$ cat src/rtl/pipe_pkg.sv
// Shared types and default sizes for the skid-buffered pipeline stage.
// State encoding doubles as the buffered-word count.
package pipe_pkg;

  typedef enum logic [1:0] {
    EMPTY = 2'b00,
    ONE   = 2'b01,
    FULL  = 2'b10
  } skid_state_e;

  localparam int DEF_WIDTH = 160;
  localparam int DEF_CNT_W = 16;

endpackage

$ cat src/rtl/sat_counter.sv
// Saturating up-counter; holds at all-ones.
// Ports: clk, reset (async active-low), inc, value.
module sat_counter
  import pipe_pkg::*;
#(
  parameter int CNT_W = DEF_CNT_W
) (
  input  logic             clk,
  input  logic             reset,
  input  logic             inc,
  output logic [CNT_W-1:0] value
);

  logic [CNT_W-1:0] cnt_q;
  logic [CNT_W-1:0] cnt_d;

  always_comb begin
    cnt_d = cnt_q;
    if (inc && (cnt_q != '1)) begin
      cnt_d = cnt_q + CNT_W'(1);
    end
  end

  always_ff @(posedge clk or negedge reset) begin
    if (!reset) begin
      cnt_q <= '0;
    end else begin
      cnt_q <= cnt_d;
    end
  end

  assign value = cnt_q;

endmodule

$ cat src/rtl/pipe_skid_reg.sv
// Two-entry skid register stage (main + skid) with valid/ready on both sides.
// Ports: clk, reset, flush, in_valid/in_ready/in_data, out_valid/out_ready/out_data, count, stall_cycles.
module pipe_skid_reg
  import pipe_pkg::*;
#(
  parameter int WIDTH          = DEF_WIDTH,
  parameter int CNT_W          = DEF_CNT_W,
  parameter bit CLEAR_ON_FLUSH = 1'b1
) (
  input  logic             clk,
  input  logic             reset,
  input  logic             flush,
  input  logic             in_valid,
  output logic             in_ready,
  input  logic [WIDTH-1:0] in_data,
  output logic             out_valid,
  input  logic             out_ready,
  output logic [WIDTH-1:0] out_data,
  output logic [1:0]       count,
  output logic [CNT_W-1:0] stall_cycles
);

  skid_state_e      state_q, state_d;
  logic [WIDTH-1:0] main_q, main_d;
  logic [WIDTH-1:0] skid_q, skid_d;
  logic             ready_q;
  logic             push, pop;

  assign push = in_valid && ready_q;
  assign pop  = out_valid && out_ready;

  always_comb begin
    state_d = state_q;
    main_d  = main_q;
    skid_d  = skid_q;
    if (flush) begin
      state_d = EMPTY;
      if (CLEAR_ON_FLUSH) begin
        main_d = '0;
        skid_d = '0;
      end
    end else begin
      case (state_q)
        EMPTY: begin
          if (push) begin
            state_d = ONE;
            main_d  = in_data;
          end
        end
        ONE: begin
          if (push && pop) begin
            main_d = in_data;
          end else if (push) begin
            state_d = FULL;
            skid_d  = in_data;
          end else if (pop) begin
            state_d = EMPTY;
          end
        end
        FULL: begin
          if (pop) begin
            state_d = ONE;
            main_d  = skid_q;
          end
        end
        default: state_d = EMPTY;
      endcase
    end
  end

  // in_ready comes from its own flop, computed from the next state,
  // so out_ready never reaches in_ready combinationally.
  always_ff @(posedge clk or negedge reset) begin
    if (!reset) begin
      state_q <= EMPTY;
      main_q  <= '0;
      skid_q  <= '0;
      ready_q <= 1'b1;
    end else begin
      state_q <= state_d;
      main_q  <= main_d;
      skid_q  <= skid_d;
      ready_q <= (state_d != FULL);
    end
  end

  assign in_ready  = ready_q;
  assign out_valid = (state_q != EMPTY);
  assign out_data  = main_q;
  // State encoding equals the number of buffered words.
  assign count     = 2'(state_q);

  sat_counter #(
    .CNT_W(CNT_W)
  ) u_stall (
    .clk  (clk),
    .reset(reset),
    .inc  (out_valid && !out_ready),
    .value(stall_cycles)
  );

endmodule

$ cat config.mk
export PLATFORM = sky130hd
export DESIGN_NAME = pipe_skid_reg
export DESIGN_NICKNAME = d
export VERILOG_FILES = /design/src/rtl/pipe_pkg.sv /design/src/rtl/sat_counter.sv /design/src/rtl/pipe_skid_reg.sv
export SDC_FILE = /design/constraint.sdc
export NUM_CORES = 1
export LEC_CHECK = 0
export CAP_MARGIN = 20
export CORE_MARGIN = 2
export CORE_UTILIZATION = 50
export CTS_CLUSTER_SIZE = 8
export DETAILED_ROUTE_END_ITERATION = 10
export GPL_TIMING_DRIVEN = 0
export PLACE_DENSITY = 0.8
export SYNTH_ARGS = -nofsm -noshare
export SYNTH_HDL_FRONTEND = slang
export SYNTH_SLANG_ARGS = --single-unit
$ cat constraint.sdc
create_clock -name clk -period 1.9 [get_ports clk]
set_input_delay 0.19 -clock clk [delete_from_list [all_inputs] [get_ports clk]]
set_output_delay 0.19 -clock clk [all_outputs]
set_load 0.02 [all_outputs]
Word-level counts from Yosys, hierarchy flattened:

Cells that the tools add are included.
W data, S select, Z words.

* flip-flop bits (word level): 339
* input bits: 165
* output and inout port bits: 180
* word-level logic and storage cells: 42

* $add $sub $neg: 1
* equality and inequality tests: 8
* muxes and demuxes: 15
* reductions and logical operators: 13

Operators with widths (number)
* $mux W160: 7
* $pmux W160 S3: 1
* $add A16 B1 Y16 const B: 1
* $ne A16 B16 Y1 const B: 1
* $mux W2: 6
* $ne A3 B3 Y1 const B: 3
* $pmux W2 S3: 1
* $reduce_bool A2 Y1: 3
* $logic_and A1 B1 Y1: 5
* $ne A2 B2 Y1 const B: 2
* $reduce_and A4 Y1: 1
* $reduce_bool A4 Y1: 1
* $reduce_and A3 Y1: 1
* $eq A2 B1 Y1 const B: 1
* $eq A2 B2 Y1 const B: 1
* $logic_not A2 Y1: 1
* $logic_not A1 Y1: 1

Depth between registers and ports, before layout:

Gate-level depths: netlist (run 1).

* word-level depth: 8
* mapped depth: 7
* gate-level depth less buffers: 5

Cells and area by module:

Synthesis (run 1) repeated with hierarchy kept, for this count alone.

* cells, all modules: 1167
* area total of the unflattened synthesis: 14396.3 um2

By module, submodules not included
* pipe_skid_reg: instances 1, cells an instance 1090, area an instance 13511.7 um2, seq. area each 8084.0 um2
* sat_counter: instances 1, cells an instance 77, area an instance 884.6 um2, seq. area each 400.4 um2

Least setup slack after synthesis (run 1):

No wires, ideal clock.

* path type: flip-flop to flip-flop
* start: register u_stall.cnt_q[0], in the netlist u_stall.value[0]
* end: register u_stall.cnt_q[1], in the netlist u_stall.value[1]
* setup time: 0.125 ns
* arrival: 1.782 ns
* required time: 1.775 ns
* path slack: -0.006 ns
* stages on the path, launching flop included: 6
* path buffers: 0
* period minus slack after synthesis: 1.906 ns
* path through: dfrtp_1 > ha_1 > nand4_1 > nor4_1 > nor2_1 > mux2_2

* longest elaborated chain between the ends: 2
* elaborated cells between the ends (all ways): 3
* classes of those cells: add/sub: 1; eq/ne: 1; reduce/logical: 1

Ends and longest elaborated chain
* from (decl): line sat_counter.sv:14 `logic [CNT_W-1:0] cnt_q;`
* from (signal assigned): line sat_counter.sv:28 `cnt_q <= cnt_d;`
* branches (longest 2 deep; another with $add A16 B1 Y16)

Parallel ways; which one is timed is not known.
A chain may end at the register's enable or synchronous reset.

Worst setup path after layout (run 1):

* start: input flush
* end: register main_q[62], in the netlist out_data[62]

* longest elaborated chain between the ends: 2
* elaborated cells between the ends (all ways): 6
* classes of those cells: eq/ne: 3; mux: 1; reduce/logical: 2

Ends and longest elaborated chain
* from (decl): line pipe_skid_reg.sv:12 `input logic flush,`
* $ne A3 B3 Y1 (no line) / $reduce_bool A4 Y1 (equally long branches)
* $reduce_and A4 Y1 (no line)
* to (signal assigned): line pipe_skid_reg.sv:81 `main_q <= main_d;`
* to (decl): line pipe_skid_reg.sv:24 `logic [WIDTH-1:0] main_q, main_d;`

Parallel ways exist; a longest one is shown, timed or not.

==> metrics.md, run 1 <==
| Metric | Value |
|---|---|
| Pre-CTS setup slack | `-838 ps` |
| Antenna Nets Post-Route | `0` |
| Final Critical Period | `1850 ps` |
| Nets | `1730` |
| Run status | `complete, no violations` |
| Area delta synth->final | `39.1%` |
| Final Hold Fails | `0` |
| Actual slew at the worst max-slew pin | `649 ps` |
| Yosys warnings | `0` |
| Fillers | `1979` |
| Final setup fails | `0` |
| Port-buffer cells | `343` |
| Placed cells | `1882` |
| F_max | `0.539 GHz` |
| Top delay family on crit path | `buffers and inverters` |
| Worst min path class | `in2async` |
| Residual DRC | `0` |
| Final hold slack | `198 ps` |
| Mapped Area | `0.0143 mm^2` |
| Layout cells sized above 1 | `11.3%` |
| Setup TNS Final | `0 ps` |
| Vias in the first global route | `12200` |
| Crit path largest cell delay | `610 ps` |
| CTS tree | `yes` |
| Register area | `0.00849 mm^2` |
| Total grt overflow | `0` |
| Leak Pwr | `9.77 nW` |
| Initial DRT Pass Iterations | `5` |
| RSZ-0062 raised after global routing | `yes` |
| Netlist cell types | `38` |
| Slew Viols, Final | `0` |
| Non-Filler Instances | `1954` |
| Core Area | `0.0279 mm^2` |
| CP Buf/Inv Count | `4` |
| Clock Latency Late Sink | `520 ps` |
| Cells after Synth | `1158` |
| Seq/Total Area, Yosys | `59.4%` |
| Clk pin slew, worst setup/hold paths | `50 ps` |
| Leading cell type in the layout, fill and taps excluded | `clkdlybuf4s50_1` |
| Multi-input logic area | `0.00542 mm^2` |
| Mean post-synth cell area | `12.3 um^2` |
| Clk buf depth | `3` |
| Placed wire-length estimate | `28200 um` |
| Worst path cell trace | `clkdlybuf4s50_1, clkbuf_2, clkbuf_2, clkbuf_1, o31ai_1` |
| Iter 0 DRT Violations | `875` |
| Row count | `61` |
| CTS buffer count | `48` |
| Routability cong. | `0.830` |
| Max VDD drop | `0.000770 V` |
| Final WS setup | `45.4 ps` |
| Die area | `0.0300 mm^2` |
| First-pass GRT wire length | `67300 um` |
| Largest net degree at the start of global routing | `123` |
| H-tree Lvls | `2` |
| Net Count, Synth | `1324` |
| Initial antenna violation count | `4` |
| GRT Util Overall | `27.9%` |
| Max_cap viols | `0` |
| Critical path type | `in2reg` |
| WP data required | `2270 ps` |
| Average routed wire per standard cell | `21.6 um` |
| Crit path max fanout | `10` |
| Vias per Instance | `5.85` |
| Final wirelength | `42300 um` |
| Starting density of the core | `51.2%` |
| Sink Count | `339` |
| Worst path slowest cell | `clkdlybuf4s50_1` |
| Largest area contributor in the netlist | `dfrtp_1` |
| Root buffer cell | `clkbuf_16` |
| Via count | `11400` |
| Die Y | `173 um` |
| Num ports | `345` |
| Startpoint types | `input pin` |
| CP arrival | `2230 ps` |
| #FFs+latches synth | `339` |
| PwrDens | `931 mW/mm^2` |
| Synth top area share | `59.2%` |
| Synth top area cells | `dfrtp_1, mux2i_1, a22o_1` |
| Slew HR | `56.7%` |
| Tcrit/Tclk final | `97.6%` |
| Most common cell on crit path | `clkbuf_2` |
| Worst setup EP type | `flop` |
| Die X | `173 um` |
| Commonest non-fill, non-tap cells in the layout | `clkdlybuf4s50_1, dfrtp_1, nand2_1, mux2i_1, a22o_1` |
| Clock Skew | `10.2 ps` |
## state kept, by name, indices dropped and copies added (netlist names)
signal	flops
count	2
in_ready	1
out_data	160
skid_q	160
u_stall.value	16
## worst paths after layout
path	cells after the start	slack, ps	start	end
max	5	50	flush	out_data[62]
min	2	200	reset	out_data[45]
max reg2reg	5	50	count[0]	u_stall.value[11]
min reg2reg	2	470	out_data[75]	out_data[75]
max in group asynchronous	4	530	reset	in_ready
min in group clk	2	300	in_data[44]	skid_q[44]
## per-layer routing
layer,global-route usage (%),vias up,routed length (um)
li1,-,5094,-
met3,7.01,91,3180
met2,44.9,450,20200
met4,10.9,2,1460
met1,36.4,5792,17400
met5,0,-,13
## report_power, final
part	internal, mW	leakage, nW	switching, mW
combinational	1.41	4.61	1.62
clock	4.56	0.615	2.92
sequential	7.68	4.55	0.325
total	13.6	9.77	4.86
## cells in the mapped netlist
cell type / number
a211o_1: 1
a21oi_1: 1
a221oi_2: 1
a22o_1: 160
a2bb2oi_1: 1
and3_1: 1
and3b_1: 1
and4_1: 2
buf_2: 72
buf_6: 1
clkbuf_1: 33
dfrtp_1: 338
dfstp_2: 1
ha_1: 1
inv_1: 1
mux2_2: 2
mux2i_1: 160
nand2_1: 166
nand2b_1: 2
nand3_1: 7
nand4_1: 5
nand4b_1: 1
nor2_1: 8
nor2b_1: 1
nor3_1: 5
nor3_2: 1
nor3b_1: 1
nor4_1: 2
nor4_2: 1
o21ai_0: 1
o21bai_4: 1
o31ai_1: 160
or2_2: 2
or3b_2: 1
or4_1: 1
or4_4: 1
xnor2_1: 8
xor2_1: 6
## logic make-up after synthesis
kind of cell,count (synthesis),synth area share [%]
DFF,339,59.4
AOI/OAI and AO/OA,326,18.6
adders and majority gates,1,0.0875
muxes,162,11.4
buffers and inverters,107,3.49
and+or+nand+nor,209,6.21
xor gates and xnor gates,14,0.858
## through the flow
step	utilization (%)	cell area [um^2]	power, mW
after floorplan	-	14300	9.35
after CTS	70.6	19700	18.5
after detailed placement	65.5	18300	11.0
after global placement	65.2	18200	11.0
final	71.2	19900	18.5
after global routing	71.2	19900	19.1
## repair_timing
| item | 4_1_cts | 5_1_grt |
|---|---|---|
| hold buffers | 2 | 0 |
| pin swaps | 4 | 5 |
| gates resized for setup | 40 | 47 |
| endpoints found under the setup margin | 338 | 243 |
| cloned | 0 | 0 |
| setup buffers | 5 | 3 |
| hold endpoints to repair | 62 | 0 |
## layout make-up
cell class | instances | share of cell area (%)
flip-flops and latches | 339 | 42.7
multi-input cells | 712 | 27.2
repair buffers | 356 | 18.2
clock buffers | 58 | 6.34
plain buffers | 106 | 3.07
well taps | 378 | 2.38
clock inverters | 1 | 0.0378
diodes | 3 | 0.0378
inverters | 1 | 0.0189
No activity file was read; power rests on OpenSTA's default activity.
==> run 2: changes to the inputs <==
--- a/config.mk
+++ b/config.mk
@@ -8,7 +8,7 @@
 export CAP_MARGIN = 20
 export CORE_MARGIN = 2
 export CORE_UTILIZATION = 50
-export CTS_CLUSTER_SIZE = 8
+export CTS_CLUSTER_SIZE = 20
 export DETAILED_ROUTE_END_ITERATION = 10
 export GPL_TIMING_DRIVEN = 0
 export PLACE_DENSITY = 0.8
==> metrics.md, run 2 (synthesized netlist as in run 1, its figures left out) <==
| Metric | Value |
|---|---|
| Run status | `finished with violations` |
| Failing checks | `setup timing` |
| Slew HR | `57.1%` |
| Clk buf depth | `3` |
| H-tree Lvls | `2` |
| CP arrival | `2310 ps` |
| Clock Latency Late Sink | `510 ps` |
| Core Area | `0.0279 mm^2` |
| Leading cell type in the layout, fill and taps excluded | `clkdlybuf4s50_1` |
| Max_cap viols | `0` |
| Final hold slack | `213 ps` |
| Fillers | `1996` |
| Slew Viols, Final | `0` |
| Worst setup EP type | `flop` |
| Worst min path class | `in2async` |
| CTS tree | `yes` |
| Vias per Instance | `5.81` |
| Vias in the first global route | `11900` |
| Int Pwr | `13.3 mW` |
| Num ports | `345` |
| Largest net degree at the start of global routing | `123` |
| Placed wire-length estimate | `28200 um` |
| PwrDens | `913 mW/mm^2` |
| Die Y | `173 um` |
| Initial DRT Pass Iterations | `6` |
| First-pass GRT wire length | `65600 um` |
| Combinational Power Share | `16.6%` |
| Final core area utilization | `70.8%` |
| Initial antenna violation count | `4` |
| Clock Skew | `12.4 ps` |
| RSZ-0062 raised after global routing | `yes` |
| Commonest non-fill, non-tap cells in the layout | `clkdlybuf4s50_1, dfrtp_1, nand2_1` |
| Startpoint types | `flop` |
| Sw Pwr | `4.72 mW` |
| Routability cong. | `0.830` |
| Die X | `173 um` |
| Final setup fails | `1` |
| Port-buffer cells | `343` |
| Clk pin slew, worst setup/hold paths | `60 ps` |
| Root buffer cell | `clkbuf_16` |
| Actual slew at the worst max-slew pin | `644 ps` |
| Row count | `61` |
| Layout cells sized above 1 | `11.1%` |
| Via count | `11400` |
| Starting density of the core | `51.2%` |
| Critical path type | `reg2reg` |
| Leak Pwr | `9.74 nW` |
| Antenna Nets Post-Route | `0` |
| Final WS setup | `-14.7 ps` |
| Final Hold Fails | `0` |
| Nets | `1720` |
| Max VDD drop | `0.000644 V` |
| F_max | `0.522 GHz` |
| Final wirelength | `41300 um` |
| Residual DRC | `0` |
| Area delta synth->final | `38.3%` |
| Crit path max fanout | `5` |
| Die area | `0.0300 mm^2` |
| Total grt overflow | `0` |
| Switching share of power | `26.2%` |
| WP data required | `2300 ps` |
| CTS buffer count | `36` |
| GRT Util Overall | `27.2%` |
| Reg power frac | `44.3%` |
| Clk pwr share | `39.1%` |
| Tcrit/Tclk final | `101%` |
| Sink Count | `339` |
| Final Critical Period | `1910 ps` |
| Average routed wire per standard cell | `21.1 um` |
| Iter 0 DRT Violations | `939` |
run 2: changes by cell type in the layout (fill, tap and decap cells not counted), moves of 2 or more:
| cell | previous run | this run |
|---|---|---|
| clkbuf_16 | 49 | 37 |
| o31ai_2 | 9 | 0 |
| buf_6 | 4 | 6 |
| buf_2 | 38 | 36 |
| o31ai_1 | 151 | 160 |
| clkinv_2 | 0 | 3 |
| buf_4 | 21 | 23 |
| clkbuf_8 | 0 | 7 |
| bufinv_16 | 0 | 3 |
run 2: path summary, 6_finish.rpt:
| check | start | cells after the start | slack [ps] | to |
|---|---|---|---|---|
| min | reset | 2 | 210 | out_data[45] |
| max in group asynchronous | reset | 4 | 520 | in_ready |
| max | u_stall.value[0] | 6 | -10 | u_stall.value[1] |
| max reg2reg | u_stall.value[0] | 6 | -10 | u_stall.value[1] |
| min reg2reg | out_data[9] | 2 | 470 | out_data[9] |
| min in group clk | in_data[0] | 2 | 300 | skid_q[0] |
run 2: repair_timing:
item / CTS / global route
cloned: 0 / 0
pin swaps: 4 / 2
buffers inserted: 7 / 3
hold buffers: 2 / 0
gates resized for setup: 39 / 47
endpoints found under the setup margin: 337 / 272
hold endpoints to repair: 61 / 0
run 2: area by class of cell:
type | count | area (um^2) | area share (%)
Sequential cell | 339 | 8490 | 42.9
Multi-Input combinational cell | 712 | 5380 | 27.2
Timing Repair Buffer | 358 | 3610 | 18.3
Clock buffer | 54 | 1060 | 5.36
Buffer | 106 | 623 | 3.15
Tap cell | 378 | 473 | 2.39
Clock inverter | 8 | 120 | 0.608
Antenna cell | 3 | 7.51 | 0.0380
Inverter | 1 | 3.75 | 0.0190
run 2: metrics by stage:
step | TNS [ps] | cell area [um^2] | setup WS (ps) | power [mW] | instances
after floorplan | 0 | 14300 | 66.8 | 9.35 | 1158
after global placement | -4893690 | 18200 | -13930 | 11.0 | 1879
after detailed placement | -191320 | 18300 | -838 | 11.0 | 1882
after CTS | -2.38 | 19600 | -2.38 | 18.1 | 1953
after global routing | -132 | 19800 | -48.0 | 18.7 | 1959
final | -14.7 | 19800 | -14.7 | 18.0 | 1959
run 2: power groups by stage:
stage	Combinational [mW]	Sequential, mW	Clock, mW
after CTS	2.99	7.99	7.15
after global placement	2.87	8.11	0
after detailed placement	2.94	8.10	0
after global routing	3.20	8.04	7.45
after floorplan	0.860	8.49	0
final	3.00	7.99	7.05
run 2: worst max-delay path, cell delays in order, from the launching register on:
cell	delay, ps
dfrtp_1	430
ha_1	230
nand4_1	250
buf_4	240
nor4_4	240
nor2_1	120
mux2_2	290
run 2: metal layers:
| layer | global-route usage (%) | part of all wire [%] | up-vias |
|---|---|---|---|
| met2 | 43.0 | 47 | 460 |
| li1 | - | - | 5101 |
| met3 | 7.28 | 8.1 | 88 |
| met5 | 0 | 0.031 | - |
| met1 | 36.2 | 41 | 5740 |
| met4 | 10.3 | 3.4 | 2 |
